<file path="src/rtl/fetch_queue_unit.sv">
// fetch_queue_unit: fetch stage that owns the fetch PC and issues in-order I-cache requests.
// Returned instructions are buffered in a DEPTH-entry queue that feeds decode.
// Credits (outstanding + buffered < DEPTH) bound the number of requests in flight. A redirect
// flushes the queue and discards responses that are still in flight.
//
// Optional build macro: FETCH_BYPASS_EN. When it is defined, a response that arrives while the
// queue is empty and decode is ready goes straight to dec_* in the same cycle.
//
// Ports:
//   clk, reset                       clock and asynchronous active-high reset
//   redirect, redirect_pc            flush and restart fetch at redirect_pc
//   ic_req, ic_req_pc, ic_ready      I-cache request handshake (ic_req is combinational)
//   ic_resp_v, ic_resp_pc,
//   ic_resp_inst                     in-order I-cache responses
//   dec_v, dec_pc, dec_inst,
//   dec_ready                        queue head towards decode
module fetch_queue_unit #(
  parameter int unsigned     ADDR       = 32,
  parameter int unsigned     INST       = 32,
  parameter int unsigned     DEPTH      = 4,
  parameter logic [ADDR-1:0] RESET_PC   = '0,
  parameter int unsigned     FETCH_STEP = 4
) (
  input  logic            clk,
  input  logic            reset,
  input  logic            redirect,
  input  logic [ADDR-1:0] redirect_pc,
  output logic            ic_req,
  output logic [ADDR-1:0] ic_req_pc,
  input  logic            ic_ready,
  input  logic            ic_resp_v,
  input  logic [ADDR-1:0] ic_resp_pc,
  input  logic [INST-1:0] ic_resp_inst,
  output logic            dec_v,
  output logic [ADDR-1:0] dec_pc,
  output logic [INST-1:0] dec_inst,
  input  logic            dec_ready
);

  localparam int unsigned CW = $clog2(DEPTH + 1);
  localparam int unsigned PW = $clog2(DEPTH);
  localparam int unsigned SW = CW + 1;

  logic [ADDR-1:0] pc_q, pc_n;
  logic [PW-1:0]   head_q, head_n, tail_q, tail_n;
  logic [CW-1:0]   count_q, count_n, out_q, out_n, drop_q, drop_n;
  logic [ADDR-1:0] pc_mem   [DEPTH];
  logic [INST-1:0] inst_mem [DEPTH];

  logic            empty, accept, resp_drop, bypass_take, push, q_pop;
  logic [SW-1:0]   credit_sum;

  // Handshake decode and the head-of-queue view presented to decode
  always_comb begin
    empty       = (count_q == '0);
    credit_sum  = SW'(out_q) + SW'(count_q);
    // Gated by reset so no request is presented while the block is held in reset
    ic_req      = !reset && !redirect && (credit_sum < SW'(DEPTH));
    ic_req_pc   = pc_q;
    accept      = ic_req && ic_ready;
    resp_drop   = ic_resp_v && (drop_q != '0);
`ifdef FETCH_BYPASS_EN
    bypass_take = empty && ic_resp_v && (drop_q == '0) && dec_ready && !redirect;
    dec_v       = !empty || bypass_take;
    dec_pc      = bypass_take ? ic_resp_pc   : pc_mem[head_q];
    dec_inst    = bypass_take ? ic_resp_inst : inst_mem[head_q];
`else
    bypass_take = 1'b0;
    dec_v       = !empty;
    dec_pc      = pc_mem[head_q];
    dec_inst    = inst_mem[head_q];
`endif
    // A redirect wipes the queue, so it suppresses any same-cycle push or pop
    push        = ic_resp_v && !resp_drop && !bypass_take && !redirect;
    q_pop       = !empty && dec_ready && !redirect;
  end

  // Next-state for PC, credits, drop counter and queue pointers
  always_comb begin
    pc_n    = pc_q;
    head_n  = head_q;
    tail_n  = tail_q;
    count_n = count_q;
    out_n   = out_q + CW'(accept) - CW'(ic_resp_v);
    drop_n  = drop_q - CW'(resp_drop);

    if (accept) pc_n = pc_q + ADDR'(FETCH_STEP);
    if (push)   tail_n = tail_q + PW'(1);
    if (q_pop)  head_n = head_q + PW'(1);
    count_n = count_q + CW'(push) - CW'(q_pop);

    if (redirect) begin
      // out_n already excludes a same-cycle response, and that response is discarded
      pc_n    = redirect_pc;
      head_n  = '0;
      tail_n  = '0;
      count_n = '0;
      drop_n  = drop_n + out_n;
    end
  end

  // Control state registers
  always_ff @(posedge clk or posedge reset) begin
    if (reset) begin
      pc_q    <= RESET_PC;
      head_q  <= '0;
      tail_q  <= '0;
      count_q <= '0;
      out_q   <= '0;
      drop_q  <= '0;
    end else begin
      pc_q    <= pc_n;
      head_q  <= head_n;
      tail_q  <= tail_n;
      count_q <= count_n;
      out_q   <= out_n;
      drop_q  <= drop_n;
    end
  end

  // Queue storage; cleared on reset so the head reads zero until the first push
  always_ff @(posedge clk or posedge reset) begin
    if (reset) begin
      for (int unsigned i = 0; i < DEPTH; i++) begin
        pc_mem[i]   <= '0;
        inst_mem[i] <= '0;
      end
    end else if (push) begin
      pc_mem[tail_q]   <= ic_resp_pc;
      inst_mem[tail_q] <= ic_resp_inst;
    end
  end

endmodule

</file>
<file path="config.mk">
export PLATFORM = sky130hd
export DESIGN_NAME = fetch_queue_unit
export DESIGN_NICKNAME = d
export VERILOG_FILES = /design/src/rtl/fetch_queue_unit.sv
export SDC_FILE = /design/constraint.sdc
export NUM_CORES = 1
export LEC_CHECK = 0
export BUFFER_PORTS_ARGS = -buffer_cell sky130_fd_sc_hd__buf_2
export CAP_MARGIN = 20
export CORE_ASPECT_RATIO = 1.5
export CORE_UTILIZATION = 45
export CTS_BUF_LIST = sky130_fd_sc_hd__clkbuf_8
export DETAILED_ROUTE_END_ITERATION = 10
export GPL_TIMING_DRIVEN = 0
export PLACE_DENSITY = 0.65
export SLEW_MARGIN = 20
export SYNTH_ARGS = -nofsm -noshare
export SYNTH_HDL_FRONTEND = slang
export SYNTH_SLANG_ARGS = --single-unit
</file>
<file path="constraint.sdc">
create_clock -name clk -period 15.5 [get_ports clk]
set_input_delay 0.775 -clock clk [delete_from_list [all_inputs] [get_ports clk]]
set_output_delay 0.775 -clock clk [all_outputs]
set_load 0.05 [all_outputs]
</file>
======== Word-level counts from Yosys, hierarchy flattened ========
Index checks and enable logic that the tools add are counted.
word-level totals
  bits in registers ....................... 301
  output and inout bits ................... 98
  word-level logic and storage cells ...... 66
operators by class
  bitwise logic cells ..................... 2
  muxes and demuxes ....................... 18
  add/subtract/negate cells ............... 10
  magnitude comparators ................... 4
  reduce and logical (&&, ||, !) cells .... 18
operators with widths
  kind                                                        count
  bitwise mux 128 bit                                         2
  2-to-1 mux 32 bit                                           7
  binary-select mux 32 bit (select 2 bit)                     2
  demux 32 bit (select 2 bit)                                 1
  adder 32 x 3 -> 32 bit, second input constant               1
  logical AND 1 bit                                           9
  subtractor 3 x 1 -> 3 bit                                   3
  2-to-1 mux 2 bit                                            4
  adder 3 x 1 -> 3 bit                                        2
  >= comparator 3 bit, second input constant                  2
  2-to-1 mux 3 bit                                            2
  inverter 2 -> 3 bit                                         2
  nonzero test 2 bit                                          3
  adder 2 x 1 -> 2 bit, second input constant                 2
  adder 3 x 3 -> 4 bit                                        1
  logical NOT 1 bit                                           4
  less-than comparator 4 x 3 -> 1 bit, second input constant  1
  adder 3 bit                                                 1
  logical NOT 3 bit                                           1
  less-than comparator 3 x 1 -> 1 bit, second input constant  1
  nonzero test 3 bit                                          1

======== Logic depth before layout (Yosys ltp) ========
  depth in word-level cells ............... 8
  mapped depth ............................ 15

======== Worst setup path before layout ========
No wires, ideal clock.
  path kind ............................... in2reg
  start point ............................. input port redirect
  end point ............................... register drop_q[2]
  stages on the path ...................... 15
  arrival ................................. 3.873 ns
  path slack .............................. 11.502 ns
  data required time ...................... 15.375 ns
  buffers on the path ..................... 2
  cell sequence ........................... buf_6 -> or4_4 -> nor4b_4 -> inv_1 -> clkbuf_1 -> ha_1 -> inv_1 -> ha_1 -> inv_1 -> fa_1 -> inv_1 -> fa_1 -> xnor2_1 -> nor2_1 -> xnor2_1
between the ends
  cells in the longest elaborated chain, start to end .. 8
ends and longest elaborated chain
  what                            RTL line  text
  start: declaration              26        input logic redirect,
  logical NOT 1 bit               58        ic_req = !reset && !redirect && (credit_sum < SW'(DEPTH));
  logical AND 1 bit (2 in a row)  58
  logical AND 1 bit               60        accept = ic_req && ic_ready;
  adder 3 x 1 -> 3 bit            84        out_n = out_q + CW'(accept) - CW'(ic_resp_v);
  subtractor 3 x 1 -> 3 bit       84
  named net out_n[1]              46        logic [CW-1:0] count_q, count_n, out_q, out_n, drop_q, drop_n;
  adder 3 bit                     98        drop_n = drop_n + out_n;
  2-to-1 mux 3 bit                92        if (redirect) begin
  named net drop_n[2]             46
  end signal: assignment          117       drop_q <= drop_n;
  end: declaration                46
The timed path passes the listed nets, and every way through them passes these cells.
A chain may end at the register's enable or synchronous reset.

======== Worst setup path in the final report ========
  start point ............................. register count_q[2]
  end point ............................... register drop_q[2]
between the ends
  cells in the longest elaborated chain, start to end .. 8
ends and longest elaborated chain
  what                                 RTL line  text
  start: declaration                   46
  start signal: assignment             115       count_q <= count_n;
  adder 3 x 3 -> 4 bit                 56        credit_sum = SW'(out_q) + SW'(count_q);
  less-than comparator 4 x 3 -> 1 bit  58
  logical AND 1 bit                    58
  logical AND 1 bit                    60
  adder 3 x 1 -> 3 bit                 84
  subtractor 3 x 1 -> 3 bit            84
  named net out_n[1]                   46
  adder 3 bit                          98
  2-to-1 mux 3 bit                     92
  named net drop_n[2]                  46
The timed path passes the listed nets, and every way through them passes these cells.

==> results.txt <==
Placed Instance Area: 0.0152 sq mm
Final period util: 28.1%
Drt initial violations: 265
Layout area overhead: 17.9%
Largest net degree at the start of global routing: 99
CP Cell Sequence: ha_1 -> or4_4 -> nor4b_4 -> inv_1 -> clkbuf_1 -> ha_1 -> inv_1 -> ha_1 -> inv_1 -> fa_1 -> inv_1 -> fa_1 -> xnor2_1 -> nor2_1 -> xnor2_1
EDFF count, synth: 0
Setup TNS: 0 ps
Grt ovf: 0
H-tree depth: 2
Routability cong.: 0.851
Final instance area: 0.0160 sq mm
CP Buf/Inv Count: 5
Drt wl/cell: 19.5 um
DRT Pass-1 Iters: 4
CP Capture Type: flip-flop
Post-Syn Nets: 1,029
Comb pwr share: 41.9%
Placeable Area: 0.0296 sq mm
Total power: 2920 uW
Worst-Margin Slew: 934 ps
Yosys cell types: 47
Max Slew Vio Count: 0
Dpl cells: 1,506
Clock Pin Slew Worst Setup and Hold Paths: 60 ps
Final Hold Viols: 0
Core Rows: 77
Switching Power: 1180 uW
Width of the die: 144 um
CP dominant cell by count: inv_1
Slew HR: 37.7%
Die footprint: 0.0309 sq mm
Max Clock Skew: 18.2 ps
Number of global-route vias before repair: 9,313
Top_reg_cell synth: dfrtp_1
Ys async rst share: 100%
Syn_area_per_cell: 14.9 sq um
Post-layout min period: 4350 ps
P per Cell Area: 183 mW/mm^2
Crit Path Category: flip-flop to flip-flop
Netlist Area Pre-Place: 0.0136 sq mm
Post-synthesis cell count: 910
Outcome: complete, no violations
Startpoint types: flip-flop
DP Worst Slack: 10,930 ps
CTS root buffer: clkbuf_8
Crit Path Max Fanout: 10
Crit path required time: 15,950 ps
Fin cells: 1,588
Total number of vias: 8,644
Synth warnings: 0
Sw frac: 40.3%
Clock Tree Buf Depth: 3
VDD IR max: 0.0000911 V
Clk sinks: 301
CP delay by family, top: adder cells
Dpl hpwl: 21,000 um
Port Buffers: 198
Clock Latency Late Sink: 580 ps
First-pass GRT wire length: 50,000 um
TritonCTS buffer count: 48
Largest cells by area after synthesis: dfrtp_1 (55%), mux2_2 (21%), mux4_2 (11%), ha_1 (1.3%), nand2_1 (1.2%)
Most common cell in the netlist: dfrtp_1
Int Pwr: 1750 uW
Worst Hold Class: input pin to asynchronous set/reset pin
Maxcap violations: 0
Final antenna-violating net count: 0
Via/cell ratio: 5.44
Register share of total power: 37.0%
WL final: 30,900 um
CTS tree: done
Critical-path top delay cell: nor4b_4
Die Height: 215 um
CP max stage delay: 560 ps
Share of cells above drive strength 1: 49.8%
Leak pwr: 0.00782 uW
CTS Hold Bufs: 0
Max Freq: 230 MHz
Yosys top cell area share: 55.4%
Final setup margin: 11,150 ps
# IOs: 200
Commonest cells in the synthesized netlist: dfrtp_1 (301), mux2_2 (258), mux4_2 (64)
# fillers: 2,602
Setup repair after global routing missed its margin: no
Initial antenna violation count: 3
Fin nets: 1,280
Cell taking the most area after synthesis: dfrtp_1
Post CTS Setup Buffer Count: 0
Crit path DAT: 4800 ps
Initial core utilization: 45.9%
Sequential-to-total area share from yosys stat: 55.4%
Global Route Usage Sum: 21.1%
Clock Power Share: 21.1%
Yosys reg bits: 301
PostCTS Resize Cnt: 0
Final setup fails: 0
DRC: 0
cells by family after synthesis:
kind of cell,synth area share (%)
simple gates,4.54
flops,55.4
xor+xnor,0.967
fa+ha+maj,1.73
buf+inv,2.08
compound gates,3.11
mux,32.1
path summary, 6_finish.rpt:
check	from	endpoint	slack, ps	cells past startpoint
max	count_q[2]	drop_q[2]	11150	15
min	reset	inst_mem[88]	210	2
max reg2reg	count_q[2]	drop_q[2]	11150	15
min reg2reg	pc_mem[92]	pc_mem[92]	500	1
max in group asynchronous	reset	inst_mem[72]	14490	3
min in group clk	redirect_pc[13]	ic_req_pc[13]	410	2
sequential cells by signal, summed over array words and instances (netlist names):
name       count
head_q         2
pc_mem       128
tail_q         2
inst_mem     128
drop_q         3
count_q        3
ic_req_pc     32
out_q          3
stage by stage:
stage	utilization, %	hold slack (ps)
6_report	54.1	208
5_1_grt	54.1	188
4_1_cts	54.1	176
3_5_place_dp	51.3	487
3_3_place_gp	51.0	481
2_1_floorplan	-	474
placed cells by master, fill, tap and decap left out, types with 6 or more instances in the layout:
master and instances:
and3_1 6, buf_2 202, clkbuf_1 42, clkbuf_8 54, dfrtp_1 301, ha_1 14
inv_1 42, mux2_2 258, mux4_2 64, nand2_1 43, nand3_1 18, nand4_1 10
nor2_1 21, nor3_1 8, o211ai_1 9, o21ai_0 15, xnor2_1 10
metal layers:
metal  track usage, %  vias up  routed length, um
li1                 -     3880                  -
met4             7.45        4                789
met2             36.6      232              16000
met3             4.95       68               1760
met5                0        -                 27
met1             25.1     4460              12300
power by group through the flow:
stage | Clock (uW) | Combinational (uW) | Sequential (uW)
floorplan | 0 | 954 | 1100
global placement | 0 | 1220 | 1090
detailed placement | 0 | 1240 | 1100
CTS | 641 | 1240 | 1080
global route | 676 | 1300 | 1110
finish | 617 | 1230 | 1080
area by class of cell:
type | count | area [sq um] | area share, %
tap | 395 | 494 | 3.09
clock inverter | 27 | 105 | 0.656
sequential | 301 | 7530 | 47.0
timing repair buffer | 201 | 1070 | 6.70
inverter | 19 | 78.8 | 0.492
clock buffer | 54 | 743 | 4.64
antenna | 1 | 2.50 | 0.0156
multi-input combinational | 538 | 5770 | 36.0
buffer | 52 | 211 | 1.32
Power figures use the tool's default switching activity.
